--- src/rtl/binary_matvec_seq.sv ---
// Sequential N x N binary matrix-vector product u = A.v, one row per handshake, GF(2) or OR reduction.
// Optional out_par (XOR of out_u) enabled by defining BINMV_PARITY_EN.
module binary_matvec_seq #(
  parameter int N     = 4,
  parameter int IDX_W = 2
) (
  input  logic             clk,
  input  logic             rst_n,
  input  logic             start,
  input  logic             mode,
  input  logic [N-1:0]     vec_in,
  input  logic             row_valid,
  output logic             row_ready,
  input  logic [N-1:0]     row_data,
  output logic [IDX_W-1:0] row_idx,
  output logic             busy,
  output logic             out_valid,
  input  logic             out_ready,
  output logic [N-1:0]     out_u
`ifdef BINMV_PARITY_EN
  ,
  output logic             out_par
`endif
);

  typedef enum logic [1:0] {
    IDLE = 2'd0,
    LOAD = 2'd1,
    DONE = 2'd2
  } state_t;

  localparam logic [IDX_W-1:0] LAST_IDX = IDX_W'(N - 1);

  state_t           state_q, state_d;
  logic [IDX_W-1:0] row_idx_q, row_idx_d;
  logic [N-1:0]     out_u_q, out_u_d;
  logic [N-1:0]     vec_q, vec_d;
  logic             mode_q, mode_d;
  logic [N-1:0]     masked;
  logic             red_bit;
  logic             load_new;

  always_comb begin
    state_d   = state_q;
    row_idx_d = row_idx_q;
    out_u_d   = out_u_q;
    vec_d     = vec_q;
    mode_d    = mode_q;
    load_new  = 1'b0;
    masked    = row_data & vec_q;
    red_bit   = mode_q ? (|masked) : (^masked);

    case (state_q)
      IDLE: begin
        if (start) load_new = 1'b1;
      end
      LOAD: begin
        if (row_valid) begin
          for (int r = 0; r < N; r++) begin
            if (row_idx_q == IDX_W'(r)) out_u_d[r] = red_bit;
          end
          // row_idx parks on the last row while the result waits in DONE
          if (row_idx_q == LAST_IDX) state_d = DONE;
          else                       row_idx_d = row_idx_q + IDX_W'(1);
        end
      end
      DONE: begin
        if (out_ready) begin
          if (start) begin
            load_new = 1'b1;
          end else begin
            state_d   = IDLE;
            row_idx_d = '0;
          end
        end
      end
      default: begin
        state_d   = IDLE;
        row_idx_d = '0;
      end
    endcase

    if (load_new) begin
      state_d   = LOAD;
      vec_d     = vec_in;
      mode_d    = mode;
      out_u_d   = '0;
      row_idx_d = '0;
    end
  end

  always_ff @(posedge clk) begin
    if (!rst_n) begin
      state_q   <= IDLE;
      row_idx_q <= '0;
      out_u_q   <= '0;
      vec_q     <= '0;
      mode_q    <= 1'b0;
    end else begin
      state_q   <= state_d;
      row_idx_q <= row_idx_d;
      out_u_q   <= out_u_d;
      vec_q     <= vec_d;
      mode_q    <= mode_d;
    end
  end

  assign row_ready = (state_q == LOAD);
  assign busy      = (state_q == LOAD) || (state_q == DONE);
  assign out_valid = (state_q == DONE);
  assign row_idx   = row_idx_q;
  assign out_u     = out_u_q;

`ifdef BINMV_PARITY_EN
  assign out_par = ^out_u_q;
`endif

endmodule

--- config.mk ---
export PLATFORM = sky130hd
export DESIGN_NAME = binary_matvec_seq
export DESIGN_NICKNAME = d
export VERILOG_FILES = /design/src/rtl/binary_matvec_seq.sv
export SDC_FILE = /design/constraint.sdc
export NUM_CORES = 1
export LEC_CHECK = 0
export BUFFER_PORTS_ARGS = -buffer_cell sky130_fd_sc_hd__buf_4
export CORE_MARGIN = 1
export CORE_UTILIZATION = 55
export DETAILED_ROUTE_END_ITERATION = 8
export GPL_TIMING_DRIVEN = 0
export PLACE_DENSITY = 0.83
export SLEW_MARGIN = 40
export SYNTH_ARGS = -nofsm -noshare
export SYNTH_HDL_FRONTEND = slang
export SYNTH_SLANG_ARGS = --single-unit
--- constraint.sdc ---
create_clock -name clk -period 2.68 [get_ports clk]
set_input_delay 0.268 -clock clk [delete_from_list [all_inputs] [get_ports clk]]
set_output_delay 0.268 -clock clk [all_outputs]
set_load 0.02 [all_outputs]
* Yosys cells after proc, flatten, opt, wreduce, memory -nomap -nowiden
Cells that the tools add are included.
** Word-level totals
- Flip-flop bits (word level) :: 13
- Input bits :: 14
- Output and inout port bits :: 9
- Logic and storage cells :: 54
** Cells by class
- Reductions and logical operators :: 13
- Muxes and demuxes :: 13
- Equal/unequal tests :: 15
- Add/subtract/negate cells :: 1
- Bitwise gates (word level) :: 3
** Operators with widths (number)
- $reduce_and 5->1 :: 3
- $mux 2 :: 6
- $pmux 2 s3 :: 2
- $reduce_and 3->1 :: 4
- $ne 2x2->1 const B :: 4
- $eq 2x2->1 const B :: 3
- $ne 3x1->1 const B :: 2
- $ne 3x2->1 const B :: 2
- $and 4x4->4 :: 1
- $eq 2x1->1 const B :: 2
- $logic_not 2->1 :: 2
- $mux 1 :: 4
- $ne 2x1->1 const B :: 2
- $reduce_or 4->1 :: 1
- $reduce_xor 4->1 :: 1
- $add 2x1->2 const B :: 1
- $not 1->1 :: 2
- $pmux 1 s2 :: 1
- $reduce_or 2->1 :: 1
- $logic_or 1x1->1 :: 1

* Depth between registers and ports, before layout
Gate-level depths: netlist (run 1).
- Depth after elaboration :: 5
- Gate-level depth with buffers :: 6
- Gate-level depth less buffers :: 5

* Worst setup path before layout (run 1)
No wires, ideal clock.
- Kind :: reg-to-reg
- From :: reg state_q[1]
- To :: reg state_q[0]
- Stages on the path, launching flop included :: 5
- Data required time :: 2.563 ns
- Data arrival time :: 1.330 ns
- Setup slack :: 1.233 ns
- Buffers on the path :: 0
- Clock period less this slack :: 1.447 ns
- Cell sequence :: dfxtp_1 > inv_1 > ha_1 > or2b_1 > a32o_1
** On the way
- Elaborated cells between the ends (all ways) :: 12
- Classes of those cells :: 7 x eq/ne; 3 x mux; 2 x reduce/logical
** RTL lines
- start: declaration :: RTL line 34 : state_t state_q, state_d;
- start signal: assignment :: RTL line 100 : state_q <= state_d;
- $eq 2x1->1 *
- named net row_ready :: RTL line 13 : output logic row_ready,
- $ne 3x1->1 (no line) (tied with other cells)
- $reduce_and 5->1 (no line) or $mux 1 (tied branches)
The timed path passes the listed nets; every way through them passes the cells marked *.
A chain may end at the register's enable or synchronous reset.

* Final worst setup path (run 1)
- From :: reg state_q[1]
- To :: out row_ready
** On the way
- Longest elaborated chain between the ends :: 1
** RTL lines
- $eq 2x1->1 :: RTL line 108 : assign row_ready = (state_q == LOAD);
- end: declaration :: RTL line 13
No other way between the ends.

==> flow_summary.yaml, run 1 <==
worst_setup_path:
  worst_path_max_delay_cell: "ha_1"
  r2r-end: "state_q[0]"
  cp.arrival_ns: 1.32
  critPathKind: "register to output pin"
  r2r_cells: 6
  cp-start-kind: "register"
  endpoint_kind: "output pin"
  required_ns: 2.41
  crit_path_max_incr_delay_ns: 0.39
  path_delay_family: "adder cells"
  cp_max_fo: 11
  r2r_start: "state_q[0]"
  crit_buf_inv: 2
  r2r_slack_ns: 1.19
  crit_chain: "inv_1 > ha_1 > buf_4"
layout:
  nets: 146
  nFillCells: 119
  seqCellArea_um2: 260
  multiInputGateArea_um2: 564
  areaGrowthSynthToFinish_pct: 24.1
  drive_gt1_share_pct: 28.9
  stdcell_area_um2: 1090
  final_common_cell: "buf_4"
  diodes: 0
  final_cell_mix: "24 x buf_4, 13 x dfxtp_1, 10 x ha_1"
route:
  ant_nets: 0
  viasPerCell: 5.72
  vias: 783
  dr.pass1.iters: 4
  drt_iter0_drc: 8
  drcViolationCount: 0
  drt-total-wl_um: 1760
  wire_per_inst_um: 12.8
yosys:
  synth_top_family_by_area: "simple AND/OR/NAND/NOR gates"
  synth-xor-area-share_pct: 1.00
  synth_nets: 119
  synth.cell_area_um2: 876
  synthAdderAreaFrac_pct: 14.3
  syn_avg_cell_area_um2: 9.22
  ys_types: 27
  synth_cells: 95
  yosys_warnings: 0
  synthMuxAreaShare_pct: 2.29
  ys_seq_area_share_pct: 29.7
  synth_simple_gate_area_share_pct: 23.6
  synth_seq_cells: 13
  synth_compound_area_share_pct: 23.3
die:
  die_w_um: 41.9
  core_area_um2: 1490
  die_height_um: 41.9
  ioPinCount: 23
  die_area_um2: 1760
  start_util_pct: 58.8
  num_rows: 14
clock_network:
  cts_resized: 0
  cts-root-buf: "clkbuf_4"
  cts_buffer_depth: 2
  cts_setup_buffers: 0
  cts_hold_buf: 0
  clk_latency_ns: 0.28
  cts_buffers: 3
  htreeDepth: 1
  cts_tree: "done"
  path_clk_slew_ns: 0.08
  cts_sinks: 13
sta:
  timing.final.crit_share_pct: 59.1
  min_period_ns: 1.58
  clock.fmax_ghz: 0.632
  setup_tns_ns: 0
  worst_slew_pin_slew_ns: 0.360
  slew_viol_final: 0
  finClkSkew_ns: 0.00118
  rsz0062_at_grt: "no"
  setup_viol: 0
  slew_headroom_pct: 76.0
  hold_viol_final: 0
power:
  p_comb_share_pct: 37.5
  switchingPower_uw: 189
  p_sw_share_pct: 34.4
  internal-power_uw: 361
  seqPwrFrac_pct: 40.1
  powerDensity_nw_per_um2: 506
  ir_drop_mv: 0.310
  clockPowerShare_pct: 22.4
  leakagePower_uw: 0.000478
worst_hold_path:
  min_path_cells: 3
  hp-class: "input port to register"
  holdPathEnd: "mode_q"
  hold_start: "mode"
place:
  numPortBuffers: 22
  dpl.hpwl_um: 1420
  dpl_cell_area_um2: 1060
  finalWeightedCongestion: 0.844
global_route:
  overflow: 0
  grt_pass1_vias: 743
  grtUsageTotal_pct: 22.4
  grt_max_degree: 12
  grt_pass1_wl_um: 3020
  grt_antenna_before_repair: 0
flow_run:
  maxCapViolCount: 0
run_status:
  status: "finished clean"
-- metrics by stage --
step           power (uW)  hold slack, ns  worst slack, ns  instances  utilization, %
2_1_floorplan         371           0.431             1.23         95               -
3_3_place_gp          427           0.458             1.21        133            71.3
3_5_place_dp          431           0.463             1.20        133            71.3
4_1_cts               551           0.270             1.10        137            73.0
5_1_grt               579           0.267             1.02        137            73.0
6_report              550           0.268             1.10        137            73.0
-- power groups by stage --
stage          logic (uW)  registers (uW)  clock network, uW
6_report              206             221                123
5_1_grt               225             223                131
4_1_cts               207             221                124
3_5_place_dp          206             225                  0
3_3_place_gp          202             224                  0
2_1_floorplan         147             224                  0
-- area by class of cell --
| type | instances | share of cell area [%] |
|---|---|---|
| plain buffers | 3 | 2.65 |
| well taps | 16 | 1.84 |
| multi-input cells | 73 | 51.9 |
| inverters | 6 | 2.07 |
| clock buffers | 4 | 2.42 |
| repair buffers | 22 | 15.2 |
| flip-flops and latches | 13 | 23.9 |
-- synth_stat cells --
cell / instances / area, um2
a32o_1: 1 / 10.0
xor2_1: 1 / 8.76
o211ai_1: 4 / 30.0
a21oi_1: 4 / 20.0
and3_1: 4 / 25.0
nand2b_4: 1 / 13.8
a21boi_0: 5 / 37.5
and2_1: 1 / 6.26
dfxtp_1: 13 / 260
nand3_1: 9 / 45.0
o211ai_2: 1 / 12.5
a221oi_4: 1 / 26.3
clkbuf_8: 1 / 13.8
nand2b_1: 5 / 31.3
nand4_1: 3 / 18.8
ha_1: 10 / 125
o211a_1: 1 / 10.0
nand2_1: 5 / 18.8
o2111ai_1: 2 / 17.5
a211oi_1: 2 / 15.0
inv_1: 6 / 22.5
buf_4: 2 / 15.0
mux2i_1: 2 / 20.0
and3_2: 2 / 15.0
and2b_2: 2 / 17.5
or2b_1: 2 / 15.0
o21ai_0: 5 / 25.0
-- flip-flops by register name, indices dropped and copies added, names as in the netlist --
register,count
vec_q,4
state_q,2
mode_q,1
out_u,4
row_idx,2
-- how the worst max path moves through the flow --
stage / to / slack, ns / cells past startpoint / startpoint
after global routing: row_ready / 1.02 / 3 / state_q[1]
final: row_ready / 1.10 / 3 / state_q[1]
after floorplan: state_q[0] / 1.23 / 4 / state_q[1]
after detailed placement: state_q[0] / 1.20 / 6 / state_q[0]
after global placement: state_q[0] / 1.21 / 6 / state_q[0]
after CTS: row_ready / 1.10 / 3 / state_q[1]
-- tightest hold or removal path, cell delays in order --
cell and delay [ns]:
buf_4 0.11, o21ai_0 0.05, a21boi_0 0.07
-- layer usage --
metal  global-route usage [%]  routed length (um)
met3                     6.52                  92
met4                     6.45                  10
met5                        0                   0
met1                     24.6                 738
met2                     41.3                 917
-- cell families after synthesis --
| family | after synthesis |
|---|---|
| AO/OA/AOI/OAI | 26 |
| XOR/XNOR | 1 |
| adder cells (fa/ha/maj) | 10 |
| buffers and inverters | 9 |
| flip-flops | 13 |
| multiplexers | 2 |
| AND/OR/NAND/NOR | 34 |
No activity file was read; power rests on OpenSTA's default activity.
==> inputs of run 2 (changes only) <==
--- a/config.mk
+++ b/config.mk
@@ -7,10 +7,10 @@
 export LEC_CHECK = 0
 export BUFFER_PORTS_ARGS = -buffer_cell sky130_fd_sc_hd__buf_4
 export CORE_MARGIN = 1
-export CORE_UTILIZATION = 55
+export CORE_UTILIZATION = 46
 export DETAILED_ROUTE_END_ITERATION = 8
 export GPL_TIMING_DRIVEN = 0
-export PLACE_DENSITY = 0.83
+export PLACE_DENSITY = 0.74
 export SLEW_MARGIN = 40
 export SYNTH_ARGS = -nofsm -noshare
 export SYNTH_HDL_FRONTEND = slang
==> constraint.sdc (replaced) <==
create_clock -name clk -period 1.3 [get_ports clk]
set_input_delay 0.13 -clock clk [delete_from_list [all_inputs] [get_ports clk]]
set_output_delay 0.13 -clock clk [all_outputs]
set_load 0.02 [all_outputs]
==> flow_summary.yaml, run 2 (synthesis results as in run 1) <==
run_status:
  status: "finished with violations"
  violations: "setup timing"
die:
  core_area_um2: 1760
  ioPinCount: 23
  die_height_um: 45.6
  die_area_um2: 2080
  start_util_pct: 49.6
  die_w_um: 45.6
  num_rows: 15
place:
  dp_slack_ns: -0.139
  dp.cells: 142
  dpl.hpwl_um: 1420
  finalWeightedCongestion: 0.802
  numPortBuffers: 22
layout:
  final_common_cell: "buf_4"
  final_cell_mix: "27 x buf_4, 8 x nand3_1, 7 x dfxtp_1"
  nets: 150
  diodes: 0
  nFillCells: 151
  areaGrowthSynthToFinish_pct: 45.4
  fin_cells: 150
  drive_gt1_share_pct: 47.2
sta:
  finClkSkew_ns: 0.0126
  layout_setup_ws_ns: -0.0608
  hold_viol_final: 0
  setup_viol: 3
  timing.final.crit_share_pct: 105
  worst_slew_pin_slew_ns: 0.300
  clock.fmax_ghz: 0.735
  slew_viol_final: 0
  slew_headroom_pct: 80.0
  rsz0062_at_grt: "yes"
  min_period_ns: 1.36
worst_setup_path:
  cp-start-kind: "register"
  r2r_slack_ns: -0.06
  r2r_cells: 6
  cp.arrival_ns: 1.55
  endpoint_kind: "register"
  r2r-end: "state_q[0]"
  r2r_start: "state_q[1]"
  cp_max_fo: 6
  critPathKind: "register to register"
  required_ns: 1.49
route:
  wl_met3_um: 87
  drt_iter0_drc: 11
  wl_met1_um: 852
  ant_nets: 0
  drcViolationCount: 0
  wl_met2_um: 1100
  vias: 826
  highest_layer: "met4"
  wire_per_inst_um: 14.1
  viasPerCell: 5.51
  drt-total-wl_um: 2110
  dr.pass1.iters: 4
worst_hold_path:
  min_path_cells: 3
  holdPathEnd: "vec_q[0]"
  hp-class: "input port to register"
  hold_start: "vec_in[0]"
global_route:
  grt_pass1_vias: 807
  grt_pass1_wl_um: 3470
  grt_antenna_before_repair: 0
  overflow: 0
  grt_max_degree: 12
  grtUsageTotal_pct: 23.8
clock_network:
  path_clk_slew_ns: 0.09
  clk_latency_ns: 0.29
  htreeDepth: 1
  cts_sinks: 13
  cts_buffers: 3
  cts_tree: "done"
  cts-root-buf: "clkbuf_4"
  cts_hold_buf: 0
  cts_buffer_depth: 2
power:
  p_total_uw: 1280
  leakagePower_uw: 0.000518
  ir_drop_mv: 0.640
  powerDensity_nw_per_um2: 1000
flow_run:
  maxCapViolCount: 0
==> run 2: routing by layer <==
metal | track usage [%] | vias up
li1 | - | 405
met1 | 26.9 | 394
met2 | 40.0 | 19
met3 | 7.14 | 8
met4 | 12.1 | 0
met5 | 0 | -
==> run 2: final cells by class <==
cell class / instances / area, um2 / area share (%)
inverter: 6 / 27.5 / 2.16
clock buffer: 4 / 26.3 / 2.06
multi-input combinational: 73 / 688 / 54.0
timing repair buffer: 26 / 195 / 15.3
buffer: 3 / 32.5 / 2.55
tap: 25 / 31.3 / 2.46
sequential: 13 / 273 / 21.4
==> run 2: how the worst max path moves through the flow <==
stage | from | end | slack, ns
floorplan | state_q[0] | state_q[0] | -0.01
global placement | state_q[0] | state_q[0] | -0.09
detailed placement | state_q[1] | state_q[0] | -0.14
CTS | state_q[1] | state_q[0] | -0.06
global route | state_q[1] | vec_q[1] | -0.11
finish | state_q[1] | state_q[0] | -0.06
==> run 2: power by group <==
part | leakage (uW) | switching, uW | internal (uW)
Clock | 0.0000150 | 150 | 119
Combinational | 0.000395 | 289 | 265
Sequential | 0.000109 | 24.2 | 431
Total | 0.000518 | 463 | 816
==> run 2: critical path, stage by stage (launching register included) <==
cell,delay (ns)
dfxtp_4,0.39
inv_6,0.05
ha_4,0.18
o211ai_4,0.21
buf_6,0.16
nand2_2,0.04
a32o_1,0.23
==> run 2: per-stage QoR <==
| stage | setup TNS [ns] | hold WS [ns] | utilization (%) | cell area (um2) |
|---|---|---|---|---|
| 2_1_floorplan | -0.0131 | 0.293 | - | 901 |
| 3_3_place_gp | -0.213 | 0.412 | 62.2 | 1100 |
| 3_5_place_dp | -0.911 | 0.424 | 62.2 | 1100 |
| 4_1_cts | -0.0887 | 0.0998 | 69.6 | 1230 |
| 5_1_grt | -0.548 | 0.105 | 72.2 | 1270 |
| 6_report | -0.0788 | 0.104 | 72.2 | 1270 |
==> run 2: timing repair <==
| action | in CTS | in global routing |
|---|---|---|
| gates cloned | 1 | 0 |
| gates resized for setup | 22 | 9 |
| buffers inserted | 1 | 2 |
| endpoints found under the setup margin | 16 | 13 |
| pin swaps | 5 | 6 |
| endpoints found under the hold margin | 0 | 0 |
==> inputs of run 3 (changes only) <==
--- a/config.mk
+++ b/config.mk
@@ -8,6 +8,7 @@
 export BUFFER_PORTS_ARGS = -buffer_cell sky130_fd_sc_hd__buf_4
 export CORE_MARGIN = 1
 export CORE_UTILIZATION = 46
+export CTS_CLUSTER_SIZE = 16
 export DETAILED_ROUTE_END_ITERATION = 8
 export GPL_TIMING_DRIVEN = 0
 export PLACE_DENSITY = 0.74
==> constraint.sdc (replaced) <==
create_clock -name clk -period 1.3 [get_ports clk]
set_input_delay 0.13 -clock clk [delete_from_list [all_inputs] [get_ports clk]]
set_output_delay 0.13 -clock clk [all_outputs]
set_load 0.005 [all_outputs]
==> flow_summary.yaml, run 3 (synthesis results as in run 1) <==
run_status:
  status: "finished with violations"
  violations: "setup timing"
global_route:
  grtUsageTotal_pct: 21.9
  overflow: 0
  grt_antenna_before_repair: 0
  grt_max_degree: 12
  grt_pass1_wl_um: 3260
  grt_pass1_vias: 752
route:
  drcViolationCount: 0
  ant_nets: 0
  drt_iter0_drc: 24
  viasPerCell: 5.48
  vias: 828
  drt-total-wl_um: 2130
  wire_per_inst_um: 14.1
  dr.pass1.iters: 4
die:
  die_height_um: 45.6
  num_rows: 15
  start_util_pct: 49.6
  core_area_um2: 1760
  ioPinCount: 23
  die_w_um: 45.6
  die_area_um2: 2080
place:
  dpl.hpwl_um: 1420
  numPortBuffers: 22
  finalWeightedCongestion: 0.764
  dp_slack_ns: -0.101
flow_run:
  maxCapViolCount: 0
power:
  p_comb_share_pct: 43.1
  clockPowerShare_pct: 20.6
  powerDensity_nw_per_um2: 973
  internal-power_uw: 829
  leakagePower_uw: 0.000533
  p_sw_share_pct: 34.5
  seqPwrFrac_pct: 36.3
  switchingPower_uw: 438
  p_total_uw: 1270
  ir_drop_mv: 0.662
sta:
  layout_setup_ws_ns: -0.0463
  setup_viol: 2
  hold_ws_ns: 0.124
  clock.fmax_ghz: 0.743
  timing.final.crit_share_pct: 104
  min_period_ns: 1.35
  setup_tns_ns: -0.0567
  slew_viol_final: 0
  hold_viol_final: 0
  rsz0062_at_grt: "yes"
  slew_headroom_pct: 81.8
  finClkSkew_ns: 0.00133
  worst_slew_pin_slew_ns: 0.273
worst_setup_path:
  required_ns: 1.47
  path_delay_family: "compound AO/OA/AOI/OAI gates"
  cp.arrival_ns: 1.51
  crit_chain: "inv_6 > ha_4 > o211ai_4 > buf_6 > nand2_2 > a32o_1"
  cp_max_fo: 5
  crit_path_max_incr_delay_ns: 0.38
  critPathKind: "register to register"
  worst_path_max_delay_cell: "dfxtp_4"
  crit_buf_inv: 2
  endpoint_kind: "register"
  cp-start-kind: "register"
clock_network:
  clk_latency_ns: 0.27
  cts_tree: "done"
  cts_buffers: 3
  path_clk_slew_ns: 0.09
  htreeDepth: 1
  cts_sinks: 13
  cts_buffer_depth: 2
  cts-root-buf: "clkbuf_4"
  cts_hold_buf: 0
layout:
  nFillCells: 138
  final_common_cell: "buf_4"
  multiInputGateArea_um2: 699
  diodes: 0
  seqCellArea_um2: 275
  drive_gt1_share_pct: 52.4
  final_util_pct: 73.8
  nets: 151
  areaGrowthSynthToFinish_pct: 48.7
  final_cell_mix: "26 x buf_4, 7 x nand3_1, 6 x ha_4, 6 x dfxtp_2"
worst_hold_path:
  hp-class: "input port to register"
==> run 3: cell count changes in the layout (fill, tap and decap cells not counted), sizes merged <==
cell  before  now
buf       28   29
==> run 3: layout make-up <==
type | instances | area share [%]
sequential | 13 | 21.1
multi-input combinational | 73 | 53.7
tap | 25 | 2.40
timing repair buffer | 27 | 16.1
inverter | 6 | 2.11
clock buffer | 4 | 2.02
buffer | 3 | 2.50
==> run 3: stage by stage <==
| stage | cell area (um2) | std cells |
|---|---|---|
| after global routing | 1300 | 151 |
| final | 1300 | 151 |
| after detailed placement | 1080 | 142 |
| after floorplan | 887 | 95 |
| after CTS | 1210 | 150 |
| after global placement | 1080 | 142 |
==> run 3: layer usage <==
metal	track usage, %	vias to the layer above	part of all wire (%)
met5	0	-	0
met4	5.45	0	0.66
met3	3.57	2	3.7
met2	38.6	21	53
met1	27.4	395	43
li1	-	410	-
==> run 3: power groups by stage <==
| stage | sequential, uW | clock (uW) | combinational, uW |
|---|---|---|---|
| detailed placement | 464 | 0 | 409 |
| finish | 460 | 261 | 546 |
| CTS | 457 | 262 | 489 |
| global placement | 463 | 0 | 399 |
| floorplan | 459 | 0 | 285 |
| global route | 464 | 288 | 597 |
==> run 3: final timing paths <==
kind / depth (start not counted) / slack, ns / endpoint / startpoint
worst max-delay path: 6 / -0.05 / state_q[0] / state_q[1]
worst min-delay path: 3 / 0.12 / vec_q[0] / vec_in[0]
worst max register to register: 6 / -0.05 / state_q[0] / state_q[1]
worst min register to register: 2 / 0.48 / out_u[2] / out_u[2]
==> run 3: what timing repair did <==
| item | in CTS | in global routing |
|---|---|---|
| resized for setup | 19 | 25 |
| buffers inserted | 3 | 1 |
| endpoints found under the setup margin | 14 | 13 |
| gates cloned | 1 | 0 |
| pin swaps | 4 | 15 |
==> run 3: worst register-to-register path: cells and delay by family, from the launching register on <==
kind	cells	cell delay [ns]
adder cells (fa/ha/maj)	1	0.18
flip-flops	1	0.38
buffers and inverters	2	0.21
AO/OA/AOI/OAI	2	0.43
AND/OR/NAND/NOR	1	0.04
